===== config.mk =====
export PLATFORM = sky130hd
export DESIGN_NAME = mem_channel_scheduler
export DESIGN_NICKNAME = d
export VERILOG_FILES = /design/src/rtl/mem_sched_pkg.sv /design/src/rtl/mem_sched_channel.sv /design/src/rtl/mem_channel_scheduler.sv
export SDC_FILE = /design/constraint.sdc
export NUM_CORES = 1
export LEC_CHECK = 0
export CAP_MARGIN = 30
export CORE_MARGIN = 2
export CORE_UTILIZATION = 55
export DETAILED_ROUTE_END_ITERATION = 12
export DONT_BUFFER_PORTS = 1
export PLACE_DENSITY = 0.73
export SLEW_MARGIN = 20
export SYNTH_ARGS = -nofsm -noshare
export SYNTH_HDL_FRONTEND = slang
export SYNTH_HIERARCHICAL = 1
export SYNTH_SLANG_ARGS = --single-unit

===== constraint.sdc =====
create_clock -name clk -period 11.5 [get_ports clk]
set_clock_uncertainty 0.2 [all_clocks]
set_input_delay 0.575 -clock clk [delete_from_list [all_inputs] [get_ports clk]]
set_output_delay 0.575 -clock clk [all_outputs]
set_load 0.02 [all_outputs]

===== src/rtl/mem_sched_pkg.sv =====
// mem_sched_pkg: channel states and round-robin helper shared by the scheduler
package mem_sched_pkg;
  typedef enum logic [1:0] {IDLE = 2'd0, READ_WAIT = 2'd1, WRITE_WAIT = 2'd2, RELAY = 2'd3} ch_state_e;
  function automatic int next_rr(input int ptr, input int n);
    return (ptr + 1 >= n) ? 0 : ptr + 1;
  endfunction
endpackage


===== src/rtl/mem_sched_channel.sv =====
// mem_sched_channel: one memory channel FSM holding the claimed request and registered mem_* outputs
module mem_sched_channel import mem_sched_pkg::*; #(
  parameter int ADDR_BITS = 8,
  parameter int DATA_BITS = 16,
  parameter int NUM_CONSUMERS = 4,
  localparam int CW = $clog2(NUM_CONSUMERS)
) (
  input  logic                               clk,
  input  logic                               reset,
  input  logic                               claim,
  input  logic [CW-1:0]                      claim_id,
  input  logic [NUM_CONSUMERS-1:0]           consumer_read_valid,
  input  logic [NUM_CONSUMERS*ADDR_BITS-1:0] consumer_read_address,
  input  logic [NUM_CONSUMERS-1:0]           consumer_write_valid,
  input  logic [NUM_CONSUMERS*ADDR_BITS-1:0] consumer_write_address,
  input  logic [NUM_CONSUMERS*DATA_BITS-1:0] consumer_write_data,
  input  logic                               mem_read_ready,
  input  logic                               mem_write_ready,
  output logic                               idle,
  output logic [CW-1:0]                      owner,
  output logic                               is_read,
  output logic                               rd_set,
  output logic                               wr_set,
  output logic                               rel,
  output logic                               mem_read_valid,
  output logic [ADDR_BITS-1:0]               mem_read_address,
  output logic                               mem_write_valid,
  output logic [ADDR_BITS-1:0]               mem_write_address,
  output logic [DATA_BITS-1:0]               mem_write_data
);
  ch_state_e state_q, state_d;
  logic [CW-1:0] owner_q, owner_d;
  logic is_read_q, is_read_d, rv_q, rv_d, wv_q, wv_d, cur_valid, done;
  logic [ADDR_BITS-1:0] addr_q, addr_d;
  logic [DATA_BITS-1:0] wdata_q, wdata_d;
  always_comb begin
    cur_valid = is_read_q ? consumer_read_valid[owner_q] : consumer_write_valid[owner_q];
    done = (state_q == READ_WAIT && mem_read_ready) || (state_q == WRITE_WAIT && mem_write_ready);
    rd_set = done && is_read_q && cur_valid;
    wr_set = done && !is_read_q && cur_valid;
    rel = state_q == RELAY && !cur_valid;
    state_d = state_q;
    owner_d = owner_q;
    is_read_d = is_read_q;
    addr_d = addr_q;
    wdata_d = wdata_q;
    if (state_q == IDLE && claim) begin
      owner_d = claim_id;
      is_read_d = consumer_read_valid[claim_id];
      addr_d = is_read_d ? consumer_read_address[int'(claim_id)*ADDR_BITS +: ADDR_BITS]
                         : consumer_write_address[int'(claim_id)*ADDR_BITS +: ADDR_BITS];
      wdata_d = consumer_write_data[int'(claim_id)*DATA_BITS +: DATA_BITS];
      state_d = is_read_d ? READ_WAIT : WRITE_WAIT;
    end
    // an aborted request completes on memory but skips the relay handshake
    if (done) state_d = cur_valid ? RELAY : IDLE;
    if (rel) state_d = IDLE;
    rv_d = state_d == READ_WAIT;
    wv_d = state_d == WRITE_WAIT;
  end
  always_ff @(posedge clk or posedge reset) begin
    if (reset) begin
      state_q <= IDLE;
      owner_q <= '0;
      is_read_q <= 1'b0;
      addr_q <= '0;
      wdata_q <= '0;
      rv_q <= 1'b0;
      wv_q <= 1'b0;
    end else begin
      state_q <= state_d;
      owner_q <= owner_d;
      is_read_q <= is_read_d;
      addr_q <= addr_d;
      wdata_q <= wdata_d;
      rv_q <= rv_d;
      wv_q <= wv_d;
    end
  end
  assign idle = state_q == IDLE;
  assign owner = owner_q;
  assign is_read = is_read_q;
  assign mem_read_valid = rv_q;
  assign mem_write_valid = wv_q;
  assign mem_read_address = addr_q;
  assign mem_write_address = addr_q;
  assign mem_write_data = wdata_q;
endmodule


===== src/rtl/mem_channel_scheduler.sv =====
// mem_channel_scheduler: round-robin sharing of memory channels among LSU/fetcher consumers
module mem_channel_scheduler import mem_sched_pkg::*; #(
  parameter int ADDR_BITS = 8,
  parameter int DATA_BITS = 16,
  parameter int NUM_CONSUMERS = 4,
  parameter int NUM_CHANNELS = 2,
  localparam int CW = $clog2(NUM_CONSUMERS)
) (
  input  logic                               clk,
  input  logic                               reset,
  input  logic [NUM_CONSUMERS-1:0]           consumer_read_valid,
  input  logic [NUM_CONSUMERS*ADDR_BITS-1:0] consumer_read_address,
  output logic [NUM_CONSUMERS-1:0]           consumer_read_ready,
  output logic [NUM_CONSUMERS*DATA_BITS-1:0] consumer_read_data,
  input  logic [NUM_CONSUMERS-1:0]           consumer_write_valid,
  input  logic [NUM_CONSUMERS*ADDR_BITS-1:0] consumer_write_address,
  input  logic [NUM_CONSUMERS*DATA_BITS-1:0] consumer_write_data,
  output logic [NUM_CONSUMERS-1:0]           consumer_write_ready,
  output logic [NUM_CHANNELS-1:0]            mem_read_valid,
  output logic [NUM_CHANNELS*ADDR_BITS-1:0]  mem_read_address,
  input  logic [NUM_CHANNELS-1:0]            mem_read_ready,
  input  logic [NUM_CHANNELS*DATA_BITS-1:0]  mem_read_data,
  output logic [NUM_CHANNELS-1:0]            mem_write_valid,
  output logic [NUM_CHANNELS*ADDR_BITS-1:0]  mem_write_address,
  output logic [NUM_CHANNELS*DATA_BITS-1:0]  mem_write_data,
  input  logic [NUM_CHANNELS-1:0]            mem_write_ready,
  output logic [NUM_CHANNELS-1:0]            channel_busy
);
  logic [CW-1:0] rr_ptr_q, rr_ptr_d;
  logic [NUM_CHANNELS-1:0] idle, is_read, rd_set, wr_set, rel, claim;
  logic [CW-1:0] owner [NUM_CHANNELS];
  logic [CW-1:0] claim_id [NUM_CHANNELS];
  logic [NUM_CONSUMERS-1:0] owned, pending, taken;
  logic [NUM_CONSUMERS-1:0] rd_ready_q, rd_ready_d, wr_ready_q, wr_ready_d;
  logic [NUM_CONSUMERS*DATA_BITS-1:0] rd_data_q, rd_data_d;
  logic any;
  int last;
  always_comb begin
    int c;
    owned = '0;
    for (int ch = 0; ch < NUM_CHANNELS; ch++) if (!idle[ch]) owned[owner[ch]] = 1'b1;
    pending = (consumer_read_valid | consumer_write_valid) & ~owned;
    taken = '0;
    claim = '0;
    any = 1'b0;
    last = 0;
    // idle channels pick in ascending order, each scanning from rr_ptr and skipping earlier picks
    for (int ch = 0; ch < NUM_CHANNELS; ch++) begin
      claim_id[ch] = '0;
      for (int k = 0; k < NUM_CONSUMERS; k++) begin
        c = int'(rr_ptr_q) + k;
        c = c >= NUM_CONSUMERS ? c - NUM_CONSUMERS : c;
        if (idle[ch] && !claim[ch] && pending[c] && !taken[c]) begin
          claim[ch] = 1'b1;
          claim_id[ch] = CW'(c);
          taken[c] = 1'b1;
          any = 1'b1;
          last = c;
        end
      end
    end
    rr_ptr_d = any ? CW'(next_rr(last, NUM_CONSUMERS)) : rr_ptr_q;
  end
  always_comb begin
    rd_ready_d = rd_ready_q;
    wr_ready_d = wr_ready_q;
    rd_data_d = rd_data_q;
    for (int ch = 0; ch < NUM_CHANNELS; ch++) begin
      if (rd_set[ch]) begin
        rd_ready_d[owner[ch]] = 1'b1;
        rd_data_d[int'(owner[ch])*DATA_BITS +: DATA_BITS] = mem_read_data[ch*DATA_BITS +: DATA_BITS];
      end
      if (wr_set[ch]) wr_ready_d[owner[ch]] = 1'b1;
      if (rel[ch] && is_read[ch]) rd_ready_d[owner[ch]] = 1'b0;
      if (rel[ch] && !is_read[ch]) wr_ready_d[owner[ch]] = 1'b0;
    end
  end
  always_ff @(posedge clk or posedge reset) begin
    if (reset) begin
      rr_ptr_q <= '0;
      rd_ready_q <= '0;
      wr_ready_q <= '0;
      rd_data_q <= '0;
    end else begin
      rr_ptr_q <= rr_ptr_d;
      rd_ready_q <= rd_ready_d;
      wr_ready_q <= wr_ready_d;
      rd_data_q <= rd_data_d;
    end
  end
  assign consumer_read_ready = rd_ready_q;
  assign consumer_write_ready = wr_ready_q;
  assign consumer_read_data = rd_data_q;
  assign channel_busy = ~idle;
  for (genvar i = 0; i < NUM_CHANNELS; i++) begin : g_ch
    mem_sched_channel #(
      .ADDR_BITS(ADDR_BITS), .DATA_BITS(DATA_BITS), .NUM_CONSUMERS(NUM_CONSUMERS)
    ) u_ch (
      .clk(clk),
      .reset(reset),
      .claim(claim[i]),
      .claim_id(claim_id[i]),
      .consumer_read_valid(consumer_read_valid),
      .consumer_read_address(consumer_read_address),
      .consumer_write_valid(consumer_write_valid),
      .consumer_write_address(consumer_write_address),
      .consumer_write_data(consumer_write_data),
      .mem_read_ready(mem_read_ready[i]),
      .mem_write_ready(mem_write_ready[i]),
      .idle(idle[i]),
      .owner(owner[i]),
      .is_read(is_read[i]),
      .rd_set(rd_set[i]),
      .wr_set(wr_set[i]),
      .rel(rel[i]),
      .mem_read_valid(mem_read_valid[i]),
      .mem_read_address(mem_read_address[i*ADDR_BITS +: ADDR_BITS]),
      .mem_write_valid(mem_write_valid[i]),
      .mem_write_address(mem_write_address[i*ADDR_BITS +: ADDR_BITS]),
      .mem_write_data(mem_write_data[i*DATA_BITS +: DATA_BITS])
    );
  end
endmodule

* Word level (Yosys, flattened, before mapping) *
Cells that the tools add are included.
W data, S select, Z words.

word-level totals
  bits in registers = 136
  output and inout bits = 142
  logic and storage cells = 286

operators by class
  add/sub/neg operators = 10
  $lt $le $gt $ge = 19
  eq/ne operators = 10
  shifts and indexed selects = 10
  mux-type cells = 128
  bitwise logic cells = 21
  reduce and logical (&&, ||, !) cells = 70

operators with widths
  operator                    number
  $mux W32                    12
  $bwmux W64                  2
  $ge A32 B1 Y1 const B       4
  $lt A32 B4 Y1 const B       4
  $mux W64                    2
  $shift A16 B33 Y64 const A  2
  $shiftx A16 B33 Y64         2
  $shiftx A32 B6 Y8           4
  $shiftx A64 B7 Y16          2
  $mux W4                     17
  $neg A6 Y33                 2
  $mux W1                     50
  $logic_and A1 B1 Y1         48
  $or A4 B4 Y4                12
  $mux W2                     19
  $bmux W1 S2                 18
  $add A32 B2 Y32 const B     1
  $ge A32 B4 Y1 const B       1
  $and A4 B4 Y4               5
  $logic_not A1 Y1            18
  $mux W8                     2
  $demux W1 S2                6
  $eq A2 B2 Y1 const B        6
  $lt A2 B3 Y1 const B        4
  12 further kinds            25

* Longest topological paths before layout *
  depth in word-level cells = 64
  gate-level depth with buffers = 24
  depth with buffers taken out = 23

* Modules after synthesis *
Netlist, hierarchy kept.

by module, submodules not included
  module                 times used  cells an instance  area an instance (um^2)
  mem_channel_scheduler  1           591                5,256.3
  mem_sched_channel      2           180                2,394.8

* Least setup slack after synthesis *
OpenSTA, ideal clock, no wires.

  path kind = register -> register
  from = register rr_ptr_q[0]
  to = register rr_ptr_q[0]
  library setup time = 95 ps
  arrival = 5,870 ps
  data required time = 11,205 ps
  slack = 5,335 ps
  stages on the path, launching flop included = 25
  path buffers = 2
  clock period less this slack = 6,165 ps
  cells stage by stage = dfrtp_1 -> inv_1 -> clkbuf_1 -> ha_1 -> buf_2 -> clkinv_1 -> mux4_2 -> o211a_2 -> a32o_1 -> nor4_4 -> o211ai_4 -> o2111ai_2 -> o21a_2 -> and4_2 -> a21oi_1 -> a2bb2oi_1 -> o2bb2ai_1 -> ha_1 -> nand2_1 -> ha_1 -> or4b_2 -> nor4_1 -> nor2b_1 -> a21oi_1 -> o31ai_1

between the ends
  longest elaborated chain between the ends = 53
  elaborated cells on any way between the ends = 142

ends and longest elaborated chain
  item                                                    RTL line                     text
  start: declaration                                      mem_channel_scheduler.sv:29  logic [CW-1:0] rr_ptr_q, rr_ptr_d;
  start signal: assignment                                mem_channel_scheduler.sv:85  rr_ptr_q <= rr_ptr_d;
  branches (longest 53 deep; another with $ge A32 B1 Y1)  -

Several ways; the timed one is not identified. The select of a mux whose other input is x is not followed.
A chain may end at the register's enable or synchronous reset.

* Final worst setup path *
  from = register rr_ptr_q[1]
  to = register rr_ptr_q[0]

Same word-level chain as after synthesis.

==> results.md <==
- N_diodes: 0
- Synth warn: 6
- Clock-pin slew on the worst setup and hold paths: 0.07 ns
- Num CTS Buffers: 17
- Effective utilization at floorplan: 55.92%
- Register area share after synthesis: 33.88%
- Largest net degree at the start of global routing: 75
- Placed insts: 1116
- Least-Margin Pin Slew: 0.9828 ns
- Crit path DAT: 7.78 ns
- Post-CTS Setup Inserts: 0
- Clk buf depth: 2
- Number of global-route vias before repair: 8188
- Max Freq: 0.1309 GHz
- Post-DR wirelength/cell: 25.91 µm
- Crit. End Element: register
- Yosys reg bits: 136
- Clock Sinks: 136
- Post-synthesis area per instance: 10.56 µm²
- PwrDens: 371.5 mW/mm²
- DRC Markers: 0
- Setup TNS: 0 ns
- Detail Placement HPWL: 22.06 mm
- Hold Buf Count CTS: 1
- Number of flops mapped to enable cells by yosys: 0
- Fillers: 1490
- Relative slew slack: 33.88%
- Final min period: 7.642 ns
- DR pass1 iterations: 5
- Row cnt: 49
- Initial DRC count: 567
- Final Non-Filler Cells: 1152
- Finished Core Util: 59.80%
- Hold Crit Class: in2reg
- VDD IR max: 0.1906 mV
- Via density: 6.885
- Period utilisation layout: 66.45%
- WL final: 29.84 mm
- Final Hold Vio Count: 0
- Nets: 1111
- Pins Over Slew Limit: 0
- Die Wd: 139.2 µm
- Cts repair resizes: 0
- First-pass GRT wire length: 46.30 mm
- Synth area leader: dfrtp_1
- Predominant post-synthesis flop cell: dfrtp_1
- Top cells by count, synth: 136 x dfrtp_1, 98 x nand2_1, 74 x mux2i_1, 74 x o21ai_0, 64 x a22oi_1
- Unrepaired setup endpoints after global routing: no
- Die area: 0.01936 mm²
- Endpoints failing setup: 0
- Mapped Cells: 951
- Most common cell in the synthesized netlist: dfrtp_1
- Area grow syn2layout: 6.937%
- Die Y: 139.2 µm
- Input/output buffers: 0
- Core ar.: 0.01796 mm²
- I/O pins: 316
- Status: complete, no violations
- Synth async-reset ratio: 100.0%
- Clock root buffer master: clkbuf_16
- Synth top area share: 33.88%
- Net count after synthesis: 1152
- Number of max-cap violations: 0
- DRT antenna net count: 0
- Total GRT Usage: 30.54%
- Hold_ws: 0.06466 ns
- Mapped Area: 0.01005 mm²
- Crit path max fanout: 16
- Ratio of cells with drive above 1 in the final layout: 21.45%
- Leak: 4.376 nW
- Detailed-route via count: 7932
- Critical path required time: 11.63 ns
- Synth area leaders: dfrtp_1 34%, mux4_2 10%, mux2i_1 7.4%, a22oi_1 4.8%, o21ai_0 3.7%
- Clock Latency Late Sink: 0.42 ns
- Unique cell type count in the Yosys netlist: 91
- CP Class: reg2reg
- Initial antenna violation count: 0
- CTS HTree Levels: 4
- Grt ovf: 0
- Final Wtd Congestion: 0.9426
- Crit path launch type: register
- CTS tree: done
==> cell families after synthesis <==
group | Yosys count | synth area share, %
compound gates | 278 | 19.13
simple gates | 238 | 12.73
mux | 163 | 24.71
flops | 136 | 33.88
buf+inv | 109 | 6.190
fa+ha+maj | 27 | 3.363
==> state kept, by name (all words and copies together) (netlist names), 4 cells and up <==
signal	cells
consumer_write_ready	4
consumer_read_data	64
g_ch.u_ch/state_q	4
g_ch.u_ch/mem_write_data	32
consumer_read_ready	4
g_ch.u_ch/mem_read_address	16
g_ch.u_ch/owner	4
==> metrics by stage <==
stage	area (µm²)	total power (W)	worst slack, ns
2_1_floorplan	10050	0.002992	5.335
3_3_place_gp	10040	0.003325	4.226
3_5_place_dp	10060	0.003401	4.024
4_1_cts	10690	0.003987	3.982
5_1_grt	10740	0.004225	3.289
6_report	10740	0.003991	3.858
==> cells in the final DEF, fill, tap and decap left out, drive strengths merged, types with 10 or more instances in the layout <==
master  synthesis  routed
o21ai          81      81
nand3          10      10
ha             27      27
dfrtp         136     136
mux4           55      55
buf            55      23
inv            22      32
nor2           47      47
clkbuf         30      17
nor2b          10      10
nand2          99      99
a21oi          59      59
a31oi          15      15
nor3           11      11
mux2i          74      74
and3           13      13
and2           13      13
a22oi          64      64
nor4           10      10
mux2           34      34
==> layer usage <==
layer / wire length, µm / GRT usage, %
met5: 0 / 0
met4: 953 / 11.32
met3: 2791 / 7.838
met2: 14940 / 52.29
met1: 11160 / 37.40
==> critical path, stage by stage (launching register included) <==
cell and delay [ns]:
dfrtp_1 0.66, clkinv_1 0.47, ha_1 0.68, clkinv_1 0.39, a2111oi_2 0.46, nor2_2 0.15
nor3_4 0.46, a211oi_4 0.15, a31oi_4 0.29, nand2_4 0.16, nor2_2 0.24, and4_2 0.34
a21oi_1 0.09, a2bb2oi_1 0.19, o2bb2ai_1 0.40, ha_1 0.33, nand2_1 0.08, ha_1 0.28
or4b_2 0.59, nor4_1 0.40, nor2b_1 0.23, a21oi_1 0.08, o31ai_1 0.23
==> layout make-up <==
class                   instances  area (µm²)  area share (%)
clock buffers                  17       425.4           3.960
clock inverters                15       195.2           1.817
inverters                      24       90.09          0.8386
multi-input cells             706        6106           56.84
flip-flops and latches        136        3403           31.68
well taps                     229       286.5           2.667
repair buffers                 25       236.5           2.201
==> where the power goes <==
group	total, W	internal, W	leakage, nW	switching [W]
logic	0.00230	0.00110	2.34	0.00120
registers	0.00112	0.000668	1.73	0.000451
clock network	0.000575	0.000333	0.303	0.000242
total	0.00399	0.00210	4.38	0.00189
==> worst paths after layout <==
check / from / to / slack (ns) / cells after the start
min in group asynchronous: reset / g_ch[0].u_ch/mem_read_valid / 0.38 / 2
max: rr_ptr_q[1] / rr_ptr_q[0] / 3.86 / 22
max in group asynchronous: reset / g_ch[0].u_ch/mem_read_address[0] / 10.07 / 3
max reg2reg: rr_ptr_q[1] / rr_ptr_q[0] / 3.86 / 22
min reg2reg: g_ch[0].u_ch/state_q[0] / g_ch[0].u_ch/mem_write_valid / 0.44 / 1
min: mem_read_data[23] / consumer_read_data[55] / 0.06 / 2
No activity file was read; power rests on OpenSTA's default activity.
